## config.mk

```make
export PLATFORM = sky130hd
export DESIGN_NAME = alu_share_arbiter
export DESIGN_NICKNAME = d
export VERILOG_FILES = /design/src/rtl/alu_share_arbiter.sv
export SDC_FILE = /design/constraint.sdc
export NUM_CORES = 1
export LEC_CHECK = 0
export ABC_AREA = 1
export BUFFER_PORTS_ARGS = -buffer_cell sky130_fd_sc_hd__buf_2
export CAP_MARGIN = 10
export CORE_AREA = 3 3 111 113
export CTS_CLUSTER_SIZE = 16
export DETAILED_ROUTE_END_ITERATION = 10
export DIE_AREA = 0 0 114 116
export GPL_TIMING_DRIVEN = 0
export HOLD_SLACK_MARGIN = 0.08
export PLACE_DENSITY = 0.54
export SLEW_MARGIN = 20
export SYNTH_ARGS = -nofsm -noshare
export SYNTH_HDL_FRONTEND = slang
export SYNTH_SLANG_ARGS = --single-unit
```

## constraint.sdc

```tcl
create_clock -name clk -period 3 [get_ports clk]
set_input_delay 0.3 -clock clk [delete_from_list [all_inputs] [get_ports clk]]
set_output_delay 0.3 -clock clk [all_outputs]
set_load 0.005 [all_outputs]
```

## src/rtl/alu_share_arbiter.sv

```systemverilog
// Arbitrates two requesters (EX stage, aux unit) onto one combinational ALU and
// holds the result in a single response buffer tagged with the owning port.
//
// state    | meaning
// ST_EMPTY | response buffer free
// ST_FULL0 | buffer holds a result owned by port 0
// ST_FULL1 | buffer holds a result owned by port 1
module alu_share_arbiter #(
    parameter int RR_MODE      = 1,
    parameter int STARVE_LIMIT = 4
) (
    input  logic        clk,
    input  logic        reset,
    input  logic [1:0]  req_valid,
    output logic [1:0]  req_ready,
    input  logic [3:0]  req0_op,
    input  logic [31:0] req0_a,
    input  logic [31:0] req0_b,
    input  logic [3:0]  req1_op,
    input  logic [31:0] req1_a,
    input  logic [31:0] req1_b,
    output logic [3:0]  alu_control,
    output logic [31:0] alu_a,
    output logic [31:0] alu_b,
    input  logic [31:0] alu_result,
    input  logic [4:0]  alu_flags,
    output logic [1:0]  rsp_valid,
    input  logic [1:0]  rsp_ready,
    output logic [31:0] rsp_result,
    output logic [4:0]  rsp_flags
);

    typedef enum logic [1:0] {
        ST_EMPTY = 2'b00,
        ST_FULL0 = 2'b01,
        ST_FULL1 = 2'b10
    } state_e;

    localparam logic [3:0] LIMIT = 4'(STARVE_LIMIT);

    state_e      state_q, state_d;
    logic [31:0] result_q, result_d;
    logic [4:0]  flags_q, flags_d;
    logic        last_grant_q, last_grant_d;
    logic [3:0]  wait_cnt_q, wait_cnt_d;

    logic        full, owner, can_accept;
    logic        gnt_vld, gnt;

    assign full       = (state_q != ST_EMPTY);
    assign owner      = (state_q == ST_FULL1);
    assign can_accept = !full || rsp_ready[owner];

    // Grant only targets a valid port, so a grant is always a fire.
    always_comb begin
        gnt_vld = 1'b0;
        gnt     = 1'b0;
        if (can_accept) begin
            case (req_valid)
                2'b01: gnt_vld = 1'b1;
                2'b10: begin
                    gnt_vld = 1'b1;
                    gnt     = 1'b1;
                end
                2'b11: begin
                    gnt_vld = 1'b1;
                    gnt     = (RR_MODE != 0) ? !last_grant_q : (wait_cnt_q == LIMIT);
                end
                default: ;
            endcase
        end
    end

    assign req_ready = gnt_vld ? (gnt ? 2'b10 : 2'b01) : 2'b00;

    always_comb begin
        alu_control = 4'b1111;
        alu_a       = 32'd0;
        alu_b       = 32'd0;
        if (gnt_vld) begin
            alu_control = gnt ? req1_op : req0_op;
            alu_a       = gnt ? req1_a  : req0_a;
            alu_b       = gnt ? req1_b  : req0_b;
        end
    end

    always_comb begin
        state_d      = state_q;
        result_d     = result_q;
        flags_d      = flags_q;
        last_grant_d = last_grant_q;
        wait_cnt_d   = wait_cnt_q;
        if (gnt_vld) begin
            state_d      = gnt ? ST_FULL1 : ST_FULL0;
            result_d     = alu_result;
            flags_d      = alu_flags;
            last_grant_d = gnt;
        end else if (full && rsp_ready[owner]) begin
            state_d = ST_EMPTY;
        end
        // Starvation guard: only accept-eligible cycles lost by port 1 count.
        if (RR_MODE == 0) begin
            if (gnt_vld && gnt)
                wait_cnt_d = 4'd0;
            else if (req_valid[1] && can_accept && wait_cnt_q != LIMIT)
                wait_cnt_d = wait_cnt_q + 4'd1;
        end
    end

    always_ff @(posedge clk or posedge reset) begin
        if (reset) begin
            state_q      <= ST_EMPTY;
            result_q     <= 32'd0;
            flags_q      <= 5'd0;
            last_grant_q <= 1'b1;
            wait_cnt_q   <= 4'd0;
        end else begin
            state_q      <= state_d;
            result_q     <= result_d;
            flags_q      <= flags_d;
            last_grant_q <= last_grant_d;
            wait_cnt_q   <= wait_cnt_d;
        end
    end

    assign rsp_valid  = state_q;
    assign rsp_result = result_q;
    assign rsp_flags  = flags_q;

endmodule

```

# After elaboration in Yosys (flattened, before gate mapping)
# Cells that the tools add are included.
dict set report classes {
  n_lt_le_gt_ge 1
  n_reduce_logical 7
  n_eq_ne 4
  mux 16
}
# operator n
set ops {}
lappend ops {{two-way mux 32 bit} 4}
lappend ops {{two-way mux 2 bit} 4}
lappend ops {{two-way mux 4 bit} 2}
lappend ops {{== test 2 bit (second input constant)} 3}
lappend ops {{two-way mux 1 bit} 5}
lappend ops {{nonzero test 2 bit} 2}
lappend ops {{OR reduction 3 bit} 1}
lappend ops {{== test 2 x 1 -> 1 bit (second input constant)} 1}
lappend ops {{zero test 1 bit} 2}
lappend ops {{less-than comparator 1 x 2 -> 1 bit (second input constant)} 1}
lappend ops {{one-hot mux 1 bit (2 select lines)} 1}
lappend ops {{logical AND 1 bit} 1}
lappend ops {{logical OR 1 bit} 1}
dict set report word_totals {
  output_inout_bits 109
  reg_bits 40
  input_bits 179
}

# Depth between registers and ports, before layout
# Gate-level depths: netlist of run 1.
dict set report depth {
  ltp_word 7
  mapped_depth 9
  mapped_depth_nobuf 7
}

# Worst setup path before layout of run 1
# Ideal clock, no wire load.
dict set report synth_timing {
  path_type {reg-to-output}
  start {register last_grant_q}
  end {output alu_a[0]}
  required_time_ns 2.700
  stages_incl_launch_ff 10
  n_path_buf 2
  path_slack_ns 1.533
  t_arrival_ns 1.167
  path_cell_list {dfstp_2 > nand2_1 > nand2_1 > inv_2 > nand3_4 > inv_2 > buf_6 > buf_6 > nand2_1 > nand2_1}
}
dict set report synth_between {
  elab_chain_len 5
}
# item line_no
set synth_lines {}
lappend synth_lines {{start: declaration} 44} ;# logic last_grant_q, last_grant_d;
lappend synth_lines {{start signal: assignment} 121} ;# last_grant_q <= last_grant_d;
lappend synth_lines {{zero test 1 bit} 67} ;# gnt = (RR_MODE != 0) ? !last_grant_q : (wait_cnt_q == LIMIT);
lappend synth_lines {{one-hot mux 1 bit (2 select lines)} 59} ;# case (req_valid)
lappend synth_lines {{two-way mux 1 bit} 58} ;# if (can_accept) begin
lappend synth_lines {{two-way mux 32 bit} 82} ;# alu_a = gnt ? req1_a : req0_a;
lappend synth_lines {{two-way mux 32 bit} 80} ;# if (gnt_vld) begin
lappend synth_lines {{end: declaration} 23} ;# output logic [31:0] alu_a,
# Every way passes these cells.

# Worst setup path after layout of run 1
dict set report layout_timing {
  start {register last_grant_q}
  end {output alu_a[9]}
}
# Same word-level chain as after synthesis.

==> results of run 1 <==
tightest hold or removal path, stage by stage:
cell,delay (ns)
buf_2,0.07
nand2_1,0.04
nand2_1,0.04
state kept, by name (all words and copies together) (netlist names):
register / count
rsp_result: 32
rsp_flags: 5
rsp_valid: 2
last_grant_q: 1
layout make-up:
type / instances / area [sq um]
Fill cell: 1240 / 6900
Timing Repair Buffer: 289 / 1470
Multi-Input combinational cell: 334 / 1450
Sequential cell: 40 / 1000
Buffer: 36 / 223
Tap cell: 143 / 179
Clock buffer: 8 / 156
Inverter: 8 / 30.0
Antenna cell: 3 / 7.51
kinds of logic after synthesis:
family                 synth area share
and+or+nand+nor                   0.536
DFF                               0.371
buffers and inverters            0.0935
synth_stat cells:
cell type,instances
nand4_1,64
inv_1,6
buf_4,4
dfstp_2,1
nor2_1,1
nand3_1,8
dfrtp_1,39
nand2_2,1
nand2_1,257
buf_2,22
inv_2,2
nand3_2,1
clkbuf_1,4
buf_6,6
nand3_4,1
nor2_2,1
routing by layer:
| metal | share of wire | vias up |
|---|---|---|
| li1 | - | 1951 |
| met2 | 0.49 | 168 |
| met4 | 0.017 | 4 |
| met3 | 0.10 | 17 |
| met5 | 0.0019 | - |
| met1 | 0.39 | 1685 |
worst min-delay path by stage:
stage / startpoint / endpoint / slack (ns)
5_1_grt: alu_result[12] / rsp_result[12]$_DFFE_PP0P_ / 0.22
4_1_cts: alu_result[31] / rsp_result[31]$_DFFE_PP0P_ / 0.20
2_1_floorplan: alu_flags[0] / rsp_flags[0]$_DFFE_PP0P_ / 0.41
3_5_place_dp: reset / rsp_result[24]$_DFFE_PP0P_ / 0.32
3_3_place_gp: last_grant_q$_DFFE_PP1P_ / last_grant_q$_DFFE_PP1P_ / 0.45
6_report: alu_result[3] / rsp_result[3]$_DFFE_PP0P_ / 0.21
cell usage in the layout (no fill, tap or decap), drive strengths merged:
cell type	instances
inv	8
nor2	2
dfrtp	39
nand3	10
diode	3
buf	320
nand4	64
dlygate4sd3	1
dfstp	1
nand2	258
clkbuf	12
stage by stage:
step / power (uW) / instance area (sq um) / cells / util
floorplan: 1670 / 2700 / 418 / -
global placement: 2420 / 4320 / 848 / 0.378
detailed placement: 2430 / 4350 / 849 / 0.381
CTS: 3010 / 4510 / 858 / 0.395
global route: 3250 / 4520 / 861 / 0.396
finish: 2970 / 4520 / 861 / 0.396
power breakdown:
group / internal (uW) / switching [uW]
clock network: 354 / 200
registers: 751 / 116
logic: 676 / 870
total: 1780 / 1190
==> impl_metrics.ini, run 1 <==
[hold_path]
hold_path_class = input pin to flip-flop
whs_path_depth = 3

[timing]
layout_min_cycle_time_ns = 2.10
period_share = 0.699
slew_violations = 0
worst_slew_pin_slew_ns = 0.429
hold_ws_ns = 0.211
finClkSkew_ns = 0.00218
slew_headroom = 0.714
setup_viol = 0
max_freq_ghz = 0.477
rsz0062_at_grt = false
hold_violations = 0
fin_ws_ns = 0.902
setup_tns_ns = 0

[worst_setup_path]
arrival_ns = 1.80
crit_path_start = last_grant_q$_DFFE_PP1P_
path_cells = nand2_1 > nand2_1 > buf_2 > buf_2 > nand4_1 > nand2_1 > buf_2
worstPathRequired_ns = 2.70
cp_top_family = buffers and inverters
endpoint_kind = primary output
cp_num_cells = 7
path_class = flip-flop to primary output
endpoint = alu_a[9]
cp_slowest_stage_delay_ns = 0.52
reg2reg_depth = 8
reg2reg_slack_ns = 1.63
cp_slowest_cell = dfstp_2
rr_endpoint = rsp_result[27]$_DFFE_PP0P_
r2r_start = rsp_valid[0]$_DFFE_PP0P_
cp_num_buf_inv = 3
cp_max_fo = 10
critPathLaunchType = flip-flop

[global_routing]
grt-ovfl-total = 0
grt.met3_usage = 0.0548
antenna_found_initial = 5
grt_pass1_vias = 3531
use_met1 = 0.208
grt_pass1_wl_mm = 18.3
grt_max_degree = 24
gr-usage-met2 = 0.303
grt_busiest_layer = met2
grt_usage = 0.175

[power]
power.density_nw_per_um2 = 656
power.leakage_uw = 0.00287
vdd_drop_max_uv = 462

[floorplanning]
start_util = 0.237
die_area_sq_um = 13200
core_sq_um = 11400
die_x_um = 114
rows = 39
top_level_ports = 288
dieHeight_um = 116

[clock_tree]
clk_path_buf_depth = 2
postCtsResizedCells = 0
numCtsBuffers = 5
cts_max_level = 2
cts_tree = built
clk_pin_slew_ns = 0.06
hold_buffers = 1
clockRootBuffer = clkbuf_16
cts_sinks = 40
clk_latency_ns = 0.28
postCtsSetupBuffers = 0

[detailed_routing]
vias = 3825
wl_mm = 12.4
drc = 0
ant_nets = 0
avgViaCountPerCell = 4.44
drtIter0Drc = 149
wl_per_cell_um = 14.5
drtPass1Iterations = 4

[logic_synthesis]
syn-num-nets = 597
ys.warnings.count = 0
yosys-top-cells-area = dfrtp_1 (36%), nand2_1 (36%), nand4_1 (15%)
syn_area_per_cell_sq_um = 6.47
synth-seq-area-share = 0.371
synthesis.area_sq_um = 2700
ys_types = 16
synth_cells = 418
yosysTopAreaCellShare = 0.361
synth_seq_cells = 40
synth_top_area_cell = dfrtp_1

[placed_design]
gp_congestion = 0.922
portBuffers = 287
dp_slack_ns = 1.19
dpl.hpwl_mm = 10.5

[final_layout]
nets = 893
drive_above_1_share = 0.469
area_delta_synth_final_pct = 67.2

[run]
cap_violations = 0

[outcome]
status = finished, final reports clean
(Power assumes the default switching activity.)
==> inputs of run 2 (changes only) <==
- clock period: 3 -> 2 ns (I/O delays scaled with it)
==> run 2 against run 1 <==
  * Combinational power is 54% higher
  * Non-clock buffer count is 3 higher
  * Register-to-register slack worse by 0.99 ns
  * Highest routed layer unchanged
  * Largest power group unchanged
==> impl_metrics.ini, run 2 (synthesized netlist as in run 1, its figures left out) <==
[detailed_routing]
drc = 0
wl_per_cell_um = 14.4
drtIter0Drc = 138
ant_nets = 0
avgViaCountPerCell = 4.47
drtPass1Iterations = 4
vias = 3859
wl_mm = 12.5

[final_layout]
nets = 896
seq_area_sq_um = 1000
final_common_cell = buf_2
stdcell_count = 864
stdcell_area_sq_um = 4580
final_util = 0.401
multi_input_area_sq_um = 1460
area_delta_synth_final_pct = 69.4
most-common-layout-cells = buf_2 (304), nand2_1 (256), nand4_1 (64)
drive_above_1_share = 0.478
nFillCells = 1237
largest_reg_flops = 32

[timing]
fin_ws_ns = 0.0954
slew_headroom = 0.714
layout_min_cycle_time_ns = 1.90
hold_ws_ns = 0.111
setup_viol = 0
period_share = 0.952
worst_slew_pin_slew_ns = 0.429
hold_violations = 0
max_freq_ghz = 0.525
finClkSkew_ns = 0.00218
slew_violations = 0

[global_routing]
grt_pass1_wl_mm = 18.3
grt_busiest_layer = met2
grt.met3_usage = 0.0548
use_met1 = 0.207
gr-usage-met2 = 0.304
grt_pass1_vias = 3540
grt-ovfl-total = 0
grt_usage = 0.175
antenna_found_initial = 5
grt_max_degree = 24

[hold_path]
hold_path_class = input pin to flip-flop

[worst_setup_path]
cpMostUsedCell = nand2_1
arrival_ns = 1.70
worstPathRequired_ns = 1.80
cp_max_fo = 10
cp_slowest_cell = dfstp_2
path_cells = nand2_1 > nand2_2 > inv_2 > nand3_4 > inv_2 > buf_6 > buf_6 > nand2_1 > nand2_1 > buf_2
cp_slowest_stage_delay_ns = 0.52
critPathLaunchType = flip-flop
path_class = flip-flop to primary output
endpoint_kind = primary output

[outcome]
status = finished, final reports clean

[floorplanning]
rows = 39
dieHeight_um = 116
start_util = 0.237
core_sq_um = 11400
die_x_um = 114
top_level_ports = 288
die_area_sq_um = 13200

[power]
vdd_drop_max_uv = 693
power.leakage_uw = 0.00291
power.density_nw_per_um2 = 985

[clock_tree]
clk_path_buf_depth = 2
cts_max_level = 2
cts_tree = built
clk_pin_slew_ns = 0.06
clockRootBuffer = clkbuf_16
cts_sinks = 40
numCtsBuffers = 5
clk_latency_ns = 0.28

[placed_design]
place_inst = 849
portBuffers = 287
gp_congestion = 0.922
dp_slack_ns = 0.292
placed_cell_area_sq_um = 4350
dpl.hpwl_mm = 10.5

[run]
cap_violations = 0
## run 2: cell count changes in the layout (fill, tap and decap cells not counted), sizes merged
cell,delta
buf,-1
clkbuf,+4
## run 2: path summary, 6_finish.rpt
| check | from | endpoint | slack [ns] | depth (start not counted) |
|---|---|---|---|---|
| worst max-delay path | last_grant_q$_DFFE_PP1P_ | alu_b[22] | 0.1 | 10 |
| worst min-delay path | alu_result[3] | rsp_result[3]$_DFFE_PP0P_ | 0.11 | 3 |
| worst max register to register | rsp_valid[0]$_DFFE_PP0P_ | rsp_result[27]$_DFFE_PP0P_ | 0.64 | 8 |
| worst min register to register | last_grant_q$_DFFE_PP1P_ | last_grant_q$_DFFE_PP1P_ | 0.46 | 2 |
| max in group asynchronous | reset | rsp_valid[1]$_DFFE_PP0P_ | 1.08 | 4 |
| min in group asynchronous | reset | rsp_result[0]$_DFFE_PP0P_ | 0.47 | 3 |
## run 2: power breakdown
group / leakage (uW) / internal (uW) / switching, uW
clock: 0.0000772 / 531 / 300
combinational: 0.00236 / 1070 / 1320
sequential: 0.000475 / 1130 / 174
total: 0.00291 / 2720 / 1790
## run 2: area by class of cell
class	count	area share
timing repair buffer	292	0.327
multi-input combinational	334	0.319
sequential	40	0.219
buffer	36	0.0541
tap	143	0.0391
clock buffer	8	0.0341
inverter	8	0.00656
antenna	3	0.00164
## run 2: per-stage QoR
| step | power [uW] | setup TNS [ns] |
|---|---|---|
| 2_1_floorplan | 2510 | 0 |
| 4_1_cts | 4520 | 0 |
| 6_report | 4510 | 0 |
| 3_3_place_gp | 3630 | 0 |
| 3_5_place_dp | 3650 | 0 |
| 5_1_grt | 4940 | -0.0476 |
## run 2: per-layer routing
layer	part of all wire	wire length (um)	vias to the layer above
met5	0.0019	24	-
met3	0.10	1280	17
li1	-	-	1954
met4	0.017	214	4
met2	0.49	6100	185
met1	0.39	4840	1699
## run 2: timing repair
item,in CTS,in global routing
gates resized for setup,1,17
setup buffers,0,3
hold buffers,1,0
hold endpoints to repair,16,0
pin swaps,0,1
setup endpoints to repair,5,64
## run 2: critical path: cells and delay by family, from the launching register on
| family | cells | cell delay [ns] |
|---|---|---|
| buffers and inverters | 5 | 0.52 |
| flip-flops | 1 | 0.52 |
| AND/OR/NAND/NOR | 5 | 0.38 |
==> inputs of run 3 (changes only) <==
- CORE_AREA: 3 3 111 113 -> 3 3 109 111
- DIE_AREA: 0 0 114 116 -> 0 0 112 114
- PLACE_DENSITY: 0.54 -> 0.56
==> run 3 against run 2 <==
  * Maximum frequency fell by 1.1%
  * Sequential power barely moved
  * Global-route usage rose by 0.87 points
  * Design area rose by 1.6%
==> impl_metrics.ini, run 3 (synthesized netlist as in run 1, its figures left out) <==
[clock_tree]
cts_sinks = 40
clk_path_buf_depth = 2
cts_tree = built
clockRootBuffer = clkbuf_8
clk_latency_ns = 0.29
clk_pin_slew_ns = 0.08
cts_max_level = 2
numCtsBuffers = 5

[timing]
slew_headroom = 0.795
period_share = 0.963
max_freq_ghz = 0.519
layout_min_cycle_time_ns = 1.93
finClkSkew_ns = 0.00960
slew_violations = 0
setup_viol = 0
hold_violations = 0
worst_slew_pin_slew_ns = 0.307
fin_ws_ns = 0.0743

[placed_design]
gp_congestion = 0.931
placed_cell_area_sq_um = 4340
place_inst = 846
dp_slack_ns = 0.307
portBuffers = 287
dpl.hpwl_mm = 10.5

[hold_path]
hold_path_class = input pin to flip-flop
hp-start = alu_result[0]

[global_routing]
grt_pass1_wl_mm = 19.2
grt_pass1_vias = 3834
grt_usage = 0.183
antenna_found_initial = 2
grt-ovfl-total = 0
grt_max_degree = 29

[final_layout]
final_util = 0.427
nets = 902
stdcell_area_sq_um = 4650
largest_reg_flops = 32
drive_above_1_share = 0.486
area_delta_synth_final_pct = 72.1
n_antenna_cell = 0
stdcell_count = 864
most-common-layout-cells = buf_2 (300), nand2_1 (254), nand4_1 (64)
final_common_cell = buf_2

[detailed_routing]
wl_per_cell_um = 14.8
drtIter0Drc = 183
drc = 0
ant_nets = 0
vias = 3928
wl_mm = 12.8
avgViaCountPerCell = 4.55
drtPass1Iterations = 6

[floorplanning]
dieHeight_um = 114
rows = 38
top_level_ports = 288
die_x_um = 112
core_sq_um = 10900
start_util = 0.248
die_area_sq_um = 12800

[power]
vdd_drop_max_uv = 520
power.leakage_uw = 0.00295
power.total_uw = 4470
power.density_nw_per_um2 = 961

[worst_setup_path]
path_class = flip-flop to primary output
critPathLaunchType = flip-flop
endpoint_kind = primary output
crit_path_start = last_grant_q$_DFFE_PP1P_
arrival_ns = 1.73
cp_max_fo = 10
worstPathRequired_ns = 1.80
r2r_start = rsp_valid[0]$_DFFE_PP0P_

[outcome]
status = finished, final reports clean

[run]
cap_violations = 0
==> run 3: cell types whose count changed in the layout (fill, tap and decap cells not counted), sizes merged <==
cell	before	now
buf	319	323
clkbuf	16	15
diode	3	0
clkinvlp	0	1
bufinv	0	1
clkinv	0	1
==> run 3: worst max-delay path: stages (launching register included) <==
cell and delay [ns]:
dfstp_2 0.54, nand2_2 0.06, nand2_4 0.08, inv_4 0.05
nand3_4 0.12, inv_4 0.06, buf_12 0.14, buf_8 0.13
nand2_1 0.06, nand2_1 0.05, buf_2 0.13
==> run 3: layout make-up <==
type | count | area (sq um)
fill | 1195 | 6230
timing repair buffer | 298 | 1590
multi-input combinational | 334 | 1470
sequential | 40 | 1000
buffer | 36 | 278
tap | 140 | 175
clock buffer | 5 | 68.8
clock inverter | 3 | 42.5
inverter | 8 | 35.0
==> run 3: stage by stage <==
step / hold WS (ns) / TNS (ns)
final: 0.0982 / 0
after global routing: 0.0974 / -0.0926
after CTS: 0.0906 / -0.00732
after detailed placement: 0.170 / 0
after global placement: 0.394 / 0
after floorplan: 0.310 / 0
==> run 3: per-layer routing <==
| metal | track usage | vias to the layer above | share of wire | routed length (um) |
|---|---|---|---|---|
| li1 | - | 1966 | - | - |
| met3 | 0.0605 | 19 | 0.10 | 1320 |
| met4 | 0.0377 | 4 | 0.015 | 189 |
| met1 | 0.217 | 1748 | 0.39 | 4980 |
| met5 | 0 | - | 0.0016 | 21 |
| met2 | 0.327 | 191 | 0.49 | 6290 |
==> run 3: worst paths after layout <==
kind                                                   end  slack [ns]  cells past startpoint
worst min-delay path             rsp_result[0]$_DFFE_PP0P_         0.1                      3
worst min register to register    last_grant_q$_DFFE_PP1P_        0.47                      2
min in group asynchronous       rsp_result[19]$_DFFE_PP0P_        0.41                      3
worst max-delay path                             alu_b[20]        0.07                     10
max in group asynchronous         last_grant_q$_DFFE_PP1P_        1.06                      4
worst max register to register  rsp_result[27]$_DFFE_PP0P_        0.59                      8
==> run 3: timing repair <==
item,in CTS,in global routing
gates resized for setup,4,29
hold buffers,1,0
setup endpoints to repair,6,61
endpoints found under the hold margin,12,0
cloned,0,3
buffers inserted,0,6
pin swaps,0,3
==> run 3: power by group <==
group	total, uW	switching, uW	leakage, uW	internal (uW)
registers	1300	173	0.000475	1120
clock network	657	288	0.0000541	369
logic	2520	1350	0.00242	1160
